<file path="config.mk">
export PLATFORM = sky130hd
export DESIGN_NAME = conv_kernel_mac
export DESIGN_NICKNAME = d
export VERILOG_FILES = /design/src/rtl/conv_kernel_mac.sv
export SDC_FILE = /design/constraint.sdc
export NUM_CORES = 1
export LEC_CHECK = 0
export BUFFER_PORTS_ARGS = -buffer_cell sky130_fd_sc_hd__buf_2
export CAP_MARGIN = 5
export CORE_MARGIN = 3
export CORE_UTILIZATION = 55
export DETAILED_ROUTE_END_ITERATION = 8
export PLACE_DENSITY_LB_ADDON = 0.1
export SLEW_MARGIN = 20
export SYNTH_ARGS = -nofsm -noshare
export SYNTH_HDL_FRONTEND = slang
export SYNTH_SLANG_ARGS = --single-unit
</file>
<file path="constraint.sdc">
create_clock -name clk_i -period 15.62 [get_ports clk_i]
set_clock_uncertainty 0.2 [all_clocks]
set_input_delay 0 -clock clk_i [delete_from_list [all_inputs] [get_ports clk_i]]
set_output_delay 0 -clock clk_i [all_outputs]
set_load 0.02 [all_outputs]
</file>
<file path="src/rtl/conv_kernel_mac.sv">
// conv_kernel_mac: 3x3 window MAC against a registered signed coefficient ROM, one result per window.
// Build option CONV_SAT_EN: clamp the normalised result to the unsigned pixel range.
module conv_kernel_mac #(
  parameter int PIX_W      = 8,
  parameter int COEF_W     = 5,
  parameter int NORM_SHIFT = 0,
  parameter int ACC_W      = 18
) (
  input  logic                 clk_i,
  input  logic                 rst_ni,
  input  logic                 win_valid_i,
  output logic                 win_ready_o,
  input  logic [9*PIX_W-1:0]   win_data_i,
  output logic [3:0]           ker_addr_o,
  input  logic [COEF_W-1:0]    ker_dout_i,
  output logic                 res_valid_o,
  input  logic                 res_ready_i,
  output logic [ACC_W-1:0]     res_data_o
);

  localparam int PROD_W = PIX_W + COEF_W + 1;
  localparam logic signed [ACC_W-1:0] PIX_MAX = {{(ACC_W-PIX_W){1'b0}}, {PIX_W{1'b1}}};

  typedef enum logic [1:0] {IDLE, RUN, HOLD} state_e;

  state_e                    state_q, state_d;
  logic [3:0]                cnt_q, cnt_d;
  logic [3:0]                addr_q, addr_d;
  logic [9*PIX_W-1:0]        win_q, win_d;
  logic signed [ACC_W-1:0]   acc_q, acc_d;
  logic                      res_valid_q, res_valid_d;
  logic [ACC_W-1:0]          res_data_q, res_data_d;

  logic [3:0]                tapIdx;
  logic [PIX_W-1:0]          tapPix;
  logic signed [PROD_W-1:0]  pixS, coefS, prod;
  logic signed [ACC_W-1:0]   prodExt, sum, shifted, result;

  // cnt_q counts edges since accept; the ROM word now on ker_dout_i belongs to tap cnt_q-1.
  assign tapIdx = cnt_q - 4'd1;

  always_comb begin
    tapPix = '0;
    for (int k = 0; k < 9; k++) begin
      if (tapIdx == 4'(k)) tapPix = win_q[PIX_W*k +: PIX_W];
    end
  end

  assign pixS    = {{(COEF_W+1){1'b0}}, tapPix};
  assign coefS   = {{(PIX_W+1){ker_dout_i[COEF_W-1]}}, ker_dout_i};
  assign prod    = pixS * coefS;
  assign prodExt = {{(ACC_W-PROD_W){prod[PROD_W-1]}}, prod};
  assign sum     = acc_q + prodExt;
  assign shifted = sum >>> NORM_SHIFT;

  always_comb begin
    result = shifted;
`ifdef CONV_SAT_EN
    if (shifted[ACC_W-1]) begin
      result = '0;
    end else if (shifted > PIX_MAX) begin
      result = PIX_MAX;
    end
`endif
  end

  always_comb begin
    state_d     = state_q;
    cnt_d       = cnt_q;
    addr_d      = addr_q;
    win_d       = win_q;
    acc_d       = acc_q;
    res_valid_d = res_valid_q;
    res_data_d  = res_data_q;
    unique case (state_q)
      IDLE: begin
        if (win_valid_i) begin
          state_d = RUN;
          win_d   = win_data_i;
          acc_d   = '0;
          addr_d  = 4'd0;
          cnt_d   = 4'd0;
        end
      end
      RUN: begin
        cnt_d = cnt_q + 4'd1;
        if (cnt_q < 4'd8) addr_d = cnt_q + 4'd1;
        if ((cnt_q >= 4'd1) && (cnt_q <= 4'd8)) acc_d = sum;
        // Tenth edge after accept folds in tap 8 directly into the result register.
        if (cnt_q == 4'd9) begin
          res_data_d  = result;
          res_valid_d = 1'b1;
          addr_d      = 4'd0;
          state_d     = HOLD;
        end
      end
      HOLD: begin
        if (res_ready_i) begin
          res_valid_d = 1'b0;
          state_d     = IDLE;
        end
      end
      default: state_d = IDLE;
    endcase
  end

  always_ff @(posedge clk_i or negedge rst_ni) begin
    if (!rst_ni) begin
      state_q     <= IDLE;
      cnt_q       <= 4'd0;
      addr_q      <= 4'd0;
      win_q       <= '0;
      acc_q       <= '0;
      res_valid_q <= 1'b0;
      res_data_q  <= '0;
    end else begin
      state_q     <= state_d;
      cnt_q       <= cnt_d;
      addr_q      <= addr_d;
      win_q       <= win_d;
      acc_q       <= acc_d;
      res_valid_q <= res_valid_d;
      res_data_q  <= res_data_d;
    end
  end

  assign win_ready_o = (state_q == IDLE);
  assign ker_addr_o  = addr_q;
  assign res_valid_o = res_valid_q;
  assign res_data_o  = res_data_q;

endmodule

</file>
# --- Word level (Yosys, flattened, before mapping) ---
# Index checks and enable logic that the tools add are counted.
word_totals:
  reg_bits: 119
  input_bits: 81
  out_inout_bits: 24
  word_cells: 66
op_classes:
  n_addsub: 3
  n_mul: 1
  magnitude_cmp: 3
  n_eq_ne: 16
  muxes: 24
  reduce_logical: 12
op_table:
  columns: ["op", "count"]
  rows:
  - ["$mux 8", 9]
  - ["$mux 18", 2]
  - ["$pmux 18 s2", 1]
  - ["$add 18x14->18", 1]
  - ["$eq 4x3->1 const B", 4]
  - ["$pmux 4 s2", 2]
  - ["$mul 9x5->14", 1]
  - ["$mux 4", 3]
  - ["$reduce_and 3->1", 4]
  - ["$eq 4x2->1 const B", 2]
  - ["$eq 4x4->1 const B", 2]
  - ["$ne 2x2->1 const B", 4]
  - ["$mux 2", 3]
  - ["$pmux 2 s3", 1]
  - ["$reduce_and 2->1", 3]
  - ["$add 4x1->4 const B", 1]
  - ["$eq 4x1->1 const B", 1]
  - ["$ge 4x1->1 const B", 1]
  - ["$le 4x4->1 const B", 1]
  - ["$logic_not 4->1", 1]
  - ["$lt 4x4->1 const B", 1]
  - ["$reduce_bool 2->1", 2]
  - ["$sub 4x1->4 const B", 1]
  - ["$ne 3x3->1 const B", 1]
  - ["other kinds (6)", 7]

# --- Logic depth before layout (Yosys ltp) ---
depth:
  depth_word: 15
  depth_mapped: 26
  mapped_depth_nobuf: 23

# --- Worst setup path before layout ---
# OpenSTA, ideal clock, no wires.
synth_path:
  path_type: "reg-to-reg"
  start: "register cnt_q[1]"
  end: "register acc_q[16]"
  setup_time_ns: 0.132
  arrival_time_ns: 5.906
  slack_ns: 9.382
  stages_incl_launch_ff: 25
  path_buffers: 2
  cell_sequence: "dfrtp_1 -> inv_1 -> ha_1 -> buf_2 -> nand2b_1 -> or4_4 -> buf_6 -> nand2_4 -> a221oi_2 -> o31a_1 -> nand2b_1 -> fa_1 -> fa_1 -> inv_1 -> fa_1 -> inv_1 -> fa_1 -> inv_1 -> ha_1 -> a211oi_1 -> o21ai_0 -> and3_1 -> o32a_1 -> xnor2_1 -> o21ai_0"
synth_via:
  elab_chain_cells: 15
  elab_cells_between_ends: 28
  cone_classes: "add/sub: 2; mul: 1; order compare: 2; eq/ne: 9; mux: 11; reduce/logical: 3"
synth_lines:
  columns: ["element", "line_no", "text"]
  rows:
  - ["start, declared", "27", "logic [3:0] cnt_q, cnt_d;"]
  - ["start signal, assigned", "118", "cnt_q <= cnt_d;"]
  - ["$sub 4x1->4", "40", "assign tapIdx = cnt_q - 4'd1;"]
  - ["$logic_not 4->1", "45", "if (tapIdx == 4'(k)) tapPix = win_q[PIX_W*k +: PIX_W];"]
  - ["$mux 8 (9 in series)", "45", null]
  - ["$mul 9x5->14", "51", "assign prod = pixS * coefS;"]
  - ["$add 18x14->18", "53", "assign sum = acc_q + prodExt;"]
  - ["$mux 18", "88", "if ((cnt_q >= 4'd1) && (cnt_q <= 4'd8)) acc_d = sum;"]
  - ["$pmux 18 s2", "75", "unique case (state_q)"]
  - ["end signal, assigned", "113", "acc_q <= '0;"]
  - ["end signal, assigned", "121", "acc_q <= acc_d;"]
  - ["end, declared", "30", "logic signed [ACC_W-1:0] acc_q, acc_d;"]
# Parallel ways exist; a longest one is shown, timed or not. The select of a mux whose other input is x is not followed.
# A chain may end at the register's enable or synchronous reset.

# --- Worst setup path in the final report ---
layout_path:
  start: "register cnt_q[0]"
  end: "register res_data_q[17], in the netlist res_data_o[17]"
layout_via:
  elab_chain_cells: 13
  elab_cells_between_ends: 23
  cone_classes: "add/sub: 2; mul: 1; eq/ne: 9; mux: 9; reduce/logical: 2"
layout_lines:
  columns: ["element", "line_no", "text"]
  rows:
  - ["$sub 4x1->4", "40", null]
  - ["$logic_not 4->1", "45", null]
  - ["$mux 8 (9 in series)", "45", null]
  - ["$mul 9x5->14", "51", null]
  - ["$add 18x14->18", "53", null]
  - ["end signal, assigned", "123", "res_data_q <= res_data_d;"]
  - ["end, declared", "32", "logic [ACC_W-1:0] res_data_q, res_data_d;"]
# Parallel ways exist; a longest one is shown, timed or not.

==> results.ini <==
[global_route]
grt_pass1_vias = 6791
grt_pass1_wl_um = 34500
grt_overflow = 0
antenna_found_initial = 0
grt_max_degree = 83
grt_use_total_pct = 29.5

[critical_path]
start_kind = flop
r2r-start = cnt_q[0]
critPathCaptureType = flop
cp-startpoint = cnt_q[0]
crit_fanout = 20
crit_type = flop to flop
worstPathArrival_ns = 7.43
crit_required_ns = 15.68

[logic_synthesis]
netlist_instances = 856
synthFlopType = dfrtp_1
synth.distinct_cells = 61
ys_ff_latch = 119
syn_area_mm2 = 0.00752
syn-mean-instance-area_um2 = 8.78
ys_warn_count = 0
synth_fp_nets = 1020
synth_edf_count = 0
synth-async-reset-ratio_pct = 100
yosysSeqAreaShare_pct = 39.6

[cells_and_area]
final_common_cell = nand2_1
final_cell_mix = nand2_1 (294), dfrtp_1 (119), buf_2 (103)
stdcell_count = 1205
drive_above_1_share_pct = 15.4
final_nets = 1180
area_delta_synth_final_pct = 26.2
n_antenna_cell = 0

[routing]
wl_per_cell_um = 17.6
wirelength_um = 21200
vias = 6742
vias_per_cell = 5.60
dr.pass1.iters = 5
drc = 0
drt-initial-drc-count = 541
ant_nets = 0

[timing]
drv_slew = 0
max-slew-margin-rel_pct = 40.0
timing.fmax_mhz = 136
setup_viol_count_final = 0
finalCritPeriodShare_pct = 47.2
hold_violations = 11
fin_ws_ns = 8.25
rsz0062_at_grt = false
tns_ns = 0
layout_min_cycle_time_ns = 7.37
tightest_slew_ns = 0.900
whs_ns = -0.0232

[clock_tree]
clk_latency_ns = 0.42
cts-buffers-inserted = 17
cts-htree-levels = 4
cts-root-buf = clkbuf_16
cts_setup_buffers = 0
clk_pin_slew_worst_paths_ns = 0.06
clockBufferDepth = 2
cts_tree = built
clock-sinks = 119

[placement]
dpl.cell_count = 1098
port_buffers = 104
dp_slack_ns = 8.28
hpwl_um = 14400
gp_congestion = 0.950

[die]
core-area_mm2 = 0.0133
die_y_um = 123
start_util_pct = 56.5
die_w_um = 123
die_area_mm2 = 0.0151
num_rows = 42
pin_count = 105

[outcome]
status = finished, violations left
violations = hold timing

[min_path]
min_path_type = primary input to async pin

[run]
maxCapViolCount = 0

## Yosys cell counts, types with 2 or more instances
master | n | area, um2
and2_1 | 12 | 75.1
and3_1 | 4 | 25.0
or3_1 | 3 | 18.8
a21oi_1 | 18 | 90.1
a22o_1 | 9 | 78.8
a32oi_1 | 2 | 17.5
a211oi_1 | 11 | 82.6
inv_1 | 31 | 116
o31a_1 | 4 | 35.0
nor3_1 | 14 | 70.1
o32a_1 | 2 | 20.0
and2_0 | 2 | 12.5
a21o_1 | 5 | 37.5
clkbuf_1 | 30 | 113
nand3_1 | 16 | 80.1
o21bai_1 | 4 | 30.0
buf_1 | 4 | 15.0
nor2b_1 | 12 | 75.1
nand2b_1 | 8 | 50.1
o211a_1 | 2 | 20.0
buf_6 | 2 | 22.5
ha_1 | 53 | 663
a221o_1 | 2 | 20.0
o211ai_1 | 3 | 22.5
a31o_2 | 2 | 17.5
dfrtp_1 | 119 | 2980
a221oi_1 | 8 | 70.1
nand2_1 | 295 | 1110
a311oi_1 | 2 | 17.5
xor2_1 | 6 | 52.6
a22oi_1 | 2 | 15.0
a221oi_2 | 4 | 60.1
o31ai_1 | 5 | 37.5
nor2_1 | 39 | 146
xnor2_1 | 13 | 114
o2bb2ai_1 | 3 | 26.3
o21ai_0 | 44 | 220
buf_2 | 5 | 25.0
o21a_1 | 3 | 22.5
fa_1 | 30 | 601
a31oi_1 | 3 | 18.8
## metal layers
metal	track usage, %	vias to the layer above	routed length, um
li1	-	3196	-
met2	47.5	237	10200
met3	5.90	41	1260
met1	40.8	3268	9370
met5	0	-	0
met4	8.33	0	404
## worst paths after layout
kind,to,slack [ns],cells after the start
min in group clk_i,acc_q[17],0.04,4
max in group asynchronous,win_q[65],13.99,3
hold reg to reg,res_data_o[9],0.27,2
setup reg to reg,res_data_o[17],8.25,22
setup / recovery,res_data_o[17],8.25,22
hold / removal,acc_q[1],-0.02,2
## sequential cells by signal, summed over array words and instances, names as in the netlist
signal / flops
state_q: 2
res_data_o: 18
win_q: 72
cnt_q: 4
res_valid_o: 1
acc_q: 18
ker_addr_o: 4
## per-stage QoR
stage | utilization [%] | cell area, um2
3_3_place_gp | 61.0 | 8120
6_report | 71.4 | 9490
5_1_grt | 71.4 | 9490
3_5_place_dp | 61.0 | 8120
2_1_floorplan | - | 7520
4_1_cts | 71.4 | 9490
## timing repair
action                    CTS  global route
hold endpoints to repair  135             0
gates resized for setup     0             0
hold buffers               75             0
## cells by family (layout without fill, tap and decap cells)
| family | Yosys count | in the layout | share of synthesized area (%) |
|---|---|---|---|
| compound gates | 146 | 146 | 13.9 |
| xor+xnor | 19 | 19 | 2.21 |
| fa+ha+maj | 83 | 83 | 16.8 |
| buf+inv | 72 | 245 | 3.88 |
| flops | 119 | 119 | 39.6 |
| simple gates | 417 | 417 | 23.6 |
## worst max-delay path, cell delays in order (launching register included)
cell and delay (ns):
dfrtp_1 0.51, inv_1 0.16, ha_1 0.68, nand2b_1 0.33, nor3_2 0.59, a221o_1 0.25
a22o_1 0.16, a2bb2oi_2 0.10, or2_2 0.30, fa_1 0.47, fa_1 0.54, inv_1 0.06
fa_1 0.53, inv_1 0.05, fa_1 0.50, inv_1 0.07, fa_1 0.49, a211oi_1 0.44
o211a_1 0.26, nor2_1 0.09, a21oi_1 0.18, xnor2_1 0.15, o21ai_0 0.10
## final cells by class
type | count | area (um2)
fillers | 1022 | 3810
clock inverters | 15 | 194
multi-input cells | 665 | 4260
flip-flops and latches | 119 | 2980
well taps | 176 | 220
repair buffers | 182 | 1300
clock buffers | 17 | 425
inverters | 31 | 116
Power is left out: the tool's default activity adds up to more than one toggle a clock period on the data nets, which glitch-free logic cannot reach.
